**src/rtl/dma_priority_arbiter_if.sv**
```systemverilog
`default_nettype none
// ============================================================================
//  Module   : dma_priority_arbiter_if
//  Purpose  : Request/grant/acknowledge bundle between the DMA register block,
//             the priority arbiter and the DMA timing FSM.
//  Revision : 1.0  initial release
// ============================================================================
interface dma_priority_arbiter_if #(
    parameter int NUM_CH = 4,
    parameter int PTR_W  = (NUM_CH > 1) ? $clog2(NUM_CH) : 1
);
    logic [NUM_CH-1:0] DREQ;
    logic              dreqSenseHigh;
    logic              dackSenseHigh;
    logic              rotatingPrio;
    logic              ctrlDisable;
    logic [NUM_CH-1:0] maskReg;
    logic [NUM_CH-1:0] requestReg;
    logic              validDACK;
    logic              serviceDone;
    logic [NUM_CH-1:0] VALID_DREQ;
    logic [PTR_W-1:0]  grantCh;
    logic              grantValid;
    logic [NUM_CH-1:0] DACK;
    logic [NUM_CH-1:0] swReqClr;
    logic [NUM_CH-1:0] reqStatus;

    modport master (
        output DREQ, dreqSenseHigh, dackSenseHigh, rotatingPrio, ctrlDisable,
               maskReg, requestReg, validDACK, serviceDone,
        input  VALID_DREQ, grantCh, grantValid, DACK, swReqClr, reqStatus
    );

    modport slave (
        input  DREQ, dreqSenseHigh, dackSenseHigh, rotatingPrio, ctrlDisable,
               maskReg, requestReg, validDACK, serviceDone,
        output VALID_DREQ, grantCh, grantValid, DACK, swReqClr, reqStatus
    );
endinterface
`default_nettype wire

```
**src/rtl/dma_priority_arbiter.sv**
```systemverilog
`default_nettype none
// ============================================================================
//  Module   : dma_priority_arbiter
//  Purpose  : DREQ synchronisation, mask/software-request merge, fixed or
//             rotating priority, per-service channel lock and DACK drive.
//  Revision : 1.0  initial release
// ============================================================================
module dma_priority_arbiter #(
    parameter int NUM_CH      = 4,
    parameter int SYNC_STAGES = 2
) (
    input  wire logic              CLK,
    input  wire logic              RESET_N,
    dma_priority_arbiter_if.slave  bus
);
    localparam int PTR_W = (NUM_CH > 1) ? $clog2(NUM_CH) : 1;

    typedef enum logic [0:0] {
        ARB_IDLE = 1'b0,
        ARB_LOCK = 1'b1
    } arb_state_t;

    arb_state_t        r_state;
    arb_state_t        w_state_nxt;
    logic [PTR_W-1:0]  r_grant;
    logic [PTR_W-1:0]  w_grant_nxt;
    logic [PTR_W-1:0]  r_ptr;
    logic [PTR_W-1:0]  w_ptr_nxt;
    logic              r_sw_locked;
    logic              w_sw_locked_nxt;
    logic [NUM_CH-1:0] r_sync [SYNC_STAGES];

    logic [NUM_CH-1:0] w_dreq_sync;
    logic [NUM_CH-1:0] w_pending;
    logic [NUM_CH-1:0] w_onehot;
    logic [PTR_W-1:0]  w_winner;
    logic              w_found;
    logic              w_locked;

    // DREQ pins are asynchronous; only the last stage is used by logic
    always_ff @(posedge CLK or negedge RESET_N) begin
        if (!RESET_N) begin
            for (int s = 0; s < SYNC_STAGES; s++) begin
                r_sync[s] <= '0;
            end
        end else begin
            r_sync[0] <= bus.DREQ;
            for (int s = 1; s < SYNC_STAGES; s++) begin
                r_sync[s] <= r_sync[s-1];
            end
        end
    end

    assign w_dreq_sync = r_sync[SYNC_STAGES-1] ^ {NUM_CH{bus.dreqSenseHigh}};
    assign w_pending   = (w_dreq_sync & ~bus.maskReg) | bus.requestReg;

    // Search order starts at the pointer in rotating mode, at channel 0 otherwise
    always_comb begin
        int                idx;
        logic [PTR_W-1:0]  idx_p;
        w_found  = 1'b0;
        w_winner = '0;
        for (int k = 0; k < NUM_CH; k++) begin
            idx = bus.rotatingPrio ? (int'(r_ptr) + k) : k;
            if (idx >= NUM_CH) begin
                idx = idx - NUM_CH;
            end
            idx_p = PTR_W'(idx);
            if (!w_found && w_pending[idx_p]) begin
                w_found  = 1'b1;
                w_winner = idx_p;
            end
        end
    end

    always_ff @(posedge CLK or negedge RESET_N) begin
        if (!RESET_N) begin
            r_state     <= ARB_IDLE;
            r_grant     <= '0;
            r_ptr       <= '0;
            r_sw_locked <= 1'b0;
        end else begin
            r_state     <= w_state_nxt;
            r_grant     <= w_grant_nxt;
            r_ptr       <= w_ptr_nxt;
            r_sw_locked <= w_sw_locked_nxt;
        end
    end

    always_comb begin
        w_state_nxt     = r_state;
        w_grant_nxt     = r_grant;
        w_ptr_nxt       = r_ptr;
        w_sw_locked_nxt = r_sw_locked;
        case (r_state)
            ARB_IDLE: begin
                if (!bus.ctrlDisable && w_found) begin
                    w_grant_nxt     = w_winner;
                    w_sw_locked_nxt = bus.requestReg[w_winner];
                    w_state_nxt     = ARB_LOCK;
                end
            end
            ARB_LOCK: begin
                // Lock is held until the timing FSM reports completion
                if (bus.serviceDone) begin
                    w_state_nxt = ARB_IDLE;
                    if (bus.rotatingPrio) begin
                        w_ptr_nxt = (r_grant == PTR_W'(NUM_CH - 1)) ? '0 : r_grant + 1'b1;
                    end
                end
            end
            default: begin
                w_state_nxt = ARB_IDLE;
            end
        endcase
    end

    assign w_locked       = (r_state == ARB_LOCK);
    assign w_onehot       = {{(NUM_CH-1){1'b0}}, 1'b1} << r_grant;
    assign bus.VALID_DREQ = w_locked ? w_onehot : '0;
    assign bus.grantValid = w_locked;
    assign bus.grantCh    = r_grant;
    assign bus.reqStatus  = w_dreq_sync;
    assign bus.swReqClr   = (w_locked && bus.serviceDone && r_sw_locked) ? w_onehot : '0;

    generate
        for (genvar i = 0; i < NUM_CH; i++) begin : g_dack
            assign bus.DACK[i] = (w_locked && bus.validDACK && (r_grant == PTR_W'(i)))
                                 ? bus.dackSenseHigh : ~bus.dackSenseHigh;
        end
    endgenerate
endmodule
`default_nettype wire
```
**src/flat_wrapper.sv**
```systemverilog
// flat-port wrapper written by rule: the top's interface ports become plain ports
module dma_priority_arbiter_flat 
#(
    parameter int NUM_CH      = 4,
    parameter int SYNC_STAGES = 2
)
  (CLK, RESET_N, bus_DREQ, bus_dreqSenseHigh, bus_dackSenseHigh, bus_rotatingPrio, bus_ctrlDisable, bus_maskReg, bus_requestReg, bus_validDACK, bus_serviceDone, bus_VALID_DREQ, bus_grantCh, bus_grantValid, bus_DACK, bus_swReqClr, bus_reqStatus);
  dma_priority_arbiter_if #(.NUM_CH(NUM_CH)) bus_i ();
  input  wire logic CLK;
  input  wire logic RESET_N;
  input wire logic [$bits(bus_i.DREQ)-1:0] bus_DREQ;
  input wire logic [$bits(bus_i.dreqSenseHigh)-1:0] bus_dreqSenseHigh;
  input wire logic [$bits(bus_i.dackSenseHigh)-1:0] bus_dackSenseHigh;
  input wire logic [$bits(bus_i.rotatingPrio)-1:0] bus_rotatingPrio;
  input wire logic [$bits(bus_i.ctrlDisable)-1:0] bus_ctrlDisable;
  input wire logic [$bits(bus_i.maskReg)-1:0] bus_maskReg;
  input wire logic [$bits(bus_i.requestReg)-1:0] bus_requestReg;
  input wire logic [$bits(bus_i.validDACK)-1:0] bus_validDACK;
  input wire logic [$bits(bus_i.serviceDone)-1:0] bus_serviceDone;
  output wire logic [$bits(bus_i.VALID_DREQ)-1:0] bus_VALID_DREQ;
  output wire logic [$bits(bus_i.grantCh)-1:0] bus_grantCh;
  output wire logic [$bits(bus_i.grantValid)-1:0] bus_grantValid;
  output wire logic [$bits(bus_i.DACK)-1:0] bus_DACK;
  output wire logic [$bits(bus_i.swReqClr)-1:0] bus_swReqClr;
  output wire logic [$bits(bus_i.reqStatus)-1:0] bus_reqStatus;
  assign bus_i.DREQ = bus_DREQ;
  assign bus_i.dreqSenseHigh = bus_dreqSenseHigh;
  assign bus_i.dackSenseHigh = bus_dackSenseHigh;
  assign bus_i.rotatingPrio = bus_rotatingPrio;
  assign bus_i.ctrlDisable = bus_ctrlDisable;
  assign bus_i.maskReg = bus_maskReg;
  assign bus_i.requestReg = bus_requestReg;
  assign bus_i.validDACK = bus_validDACK;
  assign bus_i.serviceDone = bus_serviceDone;
  assign bus_VALID_DREQ = bus_i.VALID_DREQ;
  assign bus_grantCh = bus_i.grantCh;
  assign bus_grantValid = bus_i.grantValid;
  assign bus_DACK = bus_i.DACK;
  assign bus_swReqClr = bus_i.swReqClr;
  assign bus_reqStatus = bus_i.reqStatus;
  dma_priority_arbiter #(.NUM_CH(NUM_CH), .SYNC_STAGES(SYNC_STAGES)) u_core (.CLK(CLK), .RESET_N(RESET_N), .bus(bus_i));
endmodule
```
**config.mk**
```make
export PLATFORM = sky130hd
export DESIGN_NAME = dma_priority_arbiter_flat
export DESIGN_NICKNAME = d
export VERILOG_FILES = /design/src/rtl/dma_priority_arbiter_if.sv /design/src/rtl/dma_priority_arbiter.sv /design/src/flat_wrapper.sv
export SDC_FILE = /design/constraint.sdc
export NUM_CORES = 1
export LEC_CHECK = 0
export CORE_MARGIN = 3
export CORE_UTILIZATION = 30
export DETAILED_ROUTE_END_ITERATION = 10
export HOLD_SLACK_MARGIN = 0.1
export SLEW_MARGIN = 20
export SYNTH_ARGS = -nofsm -noshare
export SYNTH_HDL_FRONTEND = slang
export SYNTH_SLANG_ARGS = --single-unit
```
**constraint.sdc**
```tcl
create_clock -name CLK -period 2.55 [get_ports CLK]
set_input_delay 0.51 -clock CLK [delete_from_list [all_inputs] [get_ports CLK]]
set_output_delay 0.51 -clock CLK [all_outputs]
set_load 0.01 [all_outputs]
```
==> results.sh <==
export IMPL_r2r_cells=9
export IMPL_r2r_start="u_core.r_sync[0]"
export IMPL_multi_input_area_um2=517
export IMPL_syn_nets=120
export IMPL_wire_per_inst_um=12.6
export IMPL_cts_tree="yes"
export IMPL_design_core_area_mm2=0.00278
export IMPL_io_pin_count=39
export IMPL_p_total_w=0.000921
export IMPL_post_route_period_util_pct=94.8
export IMPL_numCtsBuffers=3
export IMPL_grt_overflow_total=0
export IMPL_avgSynthCellArea_um2=9.25
export IMPL_grt_pass1_wl_mm=3.89
export IMPL_yosys_area_top_type_share_pct=39.4
export IMPL_path_cells="ha_1, and2_1, nand2_1, xor2_1, clkdlybuf4s50_1"
export IMPL_vias=897
export IMPL_fin_ws_ns=0.131
export IMPL_startpoint_type="flop"
export IMPL_clk_pin_slew_ns=0.07
export IMPL_synth_seq_cells=14
export IMPL_period_needed_ns=2.42
export IMPL_antenna_found_initial=0
export IMPL_cp_slowest_stage_delay_ns=0.55
export IMPL_setup_viol=0
export IMPL_drive_gt1_share_pct=19.0
export IMPL_grt_pass1_vias=951
export IMPL_hpwl_mm=1.94
export IMPL_drc=0
export IMPL_cts_root_buffer="clkbuf_4"
export IMPL_setup_tns_ns=0
export IMPL_n_fill_cell=275
export IMPL_p_clk_share_pct=12.3
export IMPL_initial_core_util_pct=31.9
export IMPL_max_slew_margin_rel_pct=60.8
export IMPL_synth_yosys_seq_area_share_pct=39.4
export IMPL_track_usage_pct=13.8
export IMPL_holdBufCountCts=0
export IMPL_crit_fanout=6
export IMPL_ys_types=33
export IMPL_yosysMostFrequentCell="dfrtp_1"
export IMPL_power_frac_seq_pct=36.6
export IMPL_fin_nets=179
export IMPL_rsz0062_at_grt="false"
export IMPL_timing_final_hold_violations=0
export IMPL_fin_util_pct=52.6
export IMPL_synth_top_area_cell="dfrtp_1"
export IMPL_post_cts_buffers=0
export IMPL_cp_startpoint="u_core.bus.grantCh[0]"
export IMPL_synth_enable_flop_cells=0
export IMPL_path_class="reg2out"
export IMPL_reg2reg_to="u_core.r_sw_locked"
export IMPL_cp_required_ns=2.04
export IMPL_finalWirelength_mm=2.33
export IMPL_async_reset_ff_share_pct=100
export IMPL_grt_max_degree=15
export IMPL_final_cell_count_no_fill=184
export IMPL_r2r_setup_slack_ns=0.36
export IMPL_cts_sinks=14
export IMPL_syn_area_um2=888
export IMPL_power_density_mw_per_mm2=630
export IMPL_synthFlopType="dfrtp_1"
export IMPL_viasPerCell=4.88
export IMPL_p_sw_w=0.000326
export IMPL_htree_levels=1
export IMPL_max_freq_ghz=0.413
export IMPL_port_buffers=38
export IMPL_ant_nets=0
export IMPL_p_sw_share_pct=35.4
export IMPL_num_antenna_cells=0
export IMPL_skew_ns=0.00402
export IMPL_drtIter0Drc=25
export IMPL_ys_top_cells_by_area="dfrtp_1 (39%), xor2_1 (6.9%), ha_1 (5.6%)"
export IMPL_clockBufferDepth=2
export IMPL_seq_area_um2=353
export IMPL_cap_violations=0
export IMPL_dieArea_mm2=0.00365
export IMPL_endpoint_kind="primary output"
export IMPL_irDropWorstVdd_v=0.000402
export IMPL_row_count=19
export IMPL_clk_latency_ns=0.26
export IMPL_dp_cells=181
export IMPL_area_growth_syn_to_layout_pct=64.6
export IMPL_p_leak_nw=0.655
export IMPL_fp_dieH_um=60.4
export IMPL_status="completed"
export IMPL_cp_slowest_cell="clkdlybuf4s50_1"
export IMPL_drv_slew=0
export IMPL_place_worst_setup_slack_ns=-0.420
export IMPL_gp_congestion=0.822
export IMPL_arrival_ns=1.91
export IMPL_pwr_share_comb_pct=51.1
export IMPL_firstDrtPassIters=4
export IMPL_yosysWarnings=0
export IMPL_hold_class="reg2reg"
export IMPL_intPower_w=0.000595
export IMPL_die_w_um=60.4
export IMPL_synthCells=96
export IMPL_worst_slew_pin_slew_ns=0.587
export IMPL_synth_common_cells="dfrtp_1 (14), nand2_1 (10), inv_1 (9)"
export IMPL_endpoint="bus_DACK[3]"
[worst min path at each step]
| stage | from | end | slack (ns) | cells past startpoint |
|---|---|---|---|---|
| 2_1_floorplan | RESET_N | u_core.bus.grantCh[0] | 0.21 | 0 |
| 3_3_place_gp | u_core.r_sync[5] | u_core.r_sync[1] | 0.33 | 0 |
| 3_5_place_dp | u_core.r_sync[5] | u_core.r_sync[1] | 0.34 | 0 |
| 4_1_cts | u_core.r_sync[7] | u_core.r_sync[3] | 0.35 | 0 |
| 5_1_grt | u_core.r_sync[5] | u_core.r_sync[1] | 0.37 | 0 |
| 6_report | u_core.r_sync[7] | u_core.r_sync[3] | 0.36 | 0 |
[repair_timing]
action                                 CTS  global route
endpoints found under the hold margin    0             0
pin swaps                                0             1
gates resized for setup                  2             6
setup endpoints to repair                5             4
[cells by family after synthesis]
family / count (synthesis) / share of synthesized area, %
flops: 14 / 39.4
fa+ha+maj: 4 / 5.63
compound gates: 26 / 19.2
buf+inv: 9 / 3.80
xor+xnor: 8 / 8.73
mux: 1 / 1.27
simple gates: 34 / 22.0
[per-layer routing]
layer / GRT usage, % / part of all wire [%] / up-vias
met5: 0 / 0 / -
met4: 3.10 / 0 / 0
met3: 2.34 / 8.2 / 0
met2: 23.6 / 49 / 35
met1: 18.3 / 43 / 410
li1: - / - / 452
[final cells by class]
class	instances	share of cell area (%)
Inverter	9	2.31
Tap cell	31	2.65
Clock buffer	3	1.54
Sequential cell	14	24.1
Multi-Input combinational cell	73	35.3
Timing Repair Buffer	54	34.0
[cells in the final DEF, fill, tap and decap left out, drive strengths merged, types with 2 or more instances in the layout]
master         instances
clkdlybuf4s50         36
buf                   16
dfrtp                 14
nand2                 10
inv                    9
a21oi                  8
xor2                   8
and2                   5
and3                   4
ha                     4
a211oi                 4
clkbuf                 4
nor2                   3
o21ai                  3
nor2b                  2
nor3b                  2
a22oi                  2
a21o                   2
or3                    2
[flip-flops by register name, indices dropped and copies added, names as in the netlist]
| signal | flops |
|---|---|
| u_core.bus.grantCh | 2 |
| u_core.bus.grantValid | 1 |
| u_core.r_ptr | 2 |
| u_core.r_sw_locked | 1 |
| u_core.r_sync | 8 |
[power by group through the flow]
stage	Combinational (W)	Clock [W]	Sequential, W
6_report	0.000471	0.000114	0.000337
5_1_grt	0.000528	0.000130	0.000349
4_1_cts	0.000476	0.000118	0.000335
3_5_place_dp	0.000468	0	0.000340
3_3_place_gp	0.000465	0	0.000338
2_1_floorplan	0.000234	0	0.000323
[worst max-delay path, delay by kind of cell (launching register included)]
family | cells | cell delay, ns
xor+xnor | 1 | 0.15
fa+ha+maj | 1 | 0.22
buf+inv | 1 | 0.55
flops | 1 | 0.45
simple gates | 2 | 0.28
[through the flow]
step                      hold slack [ns]  area, um^2
final                               0.359        1460
after global routing                0.370        1460
after CTS                           0.354        1450
after detailed placement            0.342        1430
after global placement              0.331        1430
after floorplan                     0.214         888
Note: power is estimated with default switching activity, not from simulation.
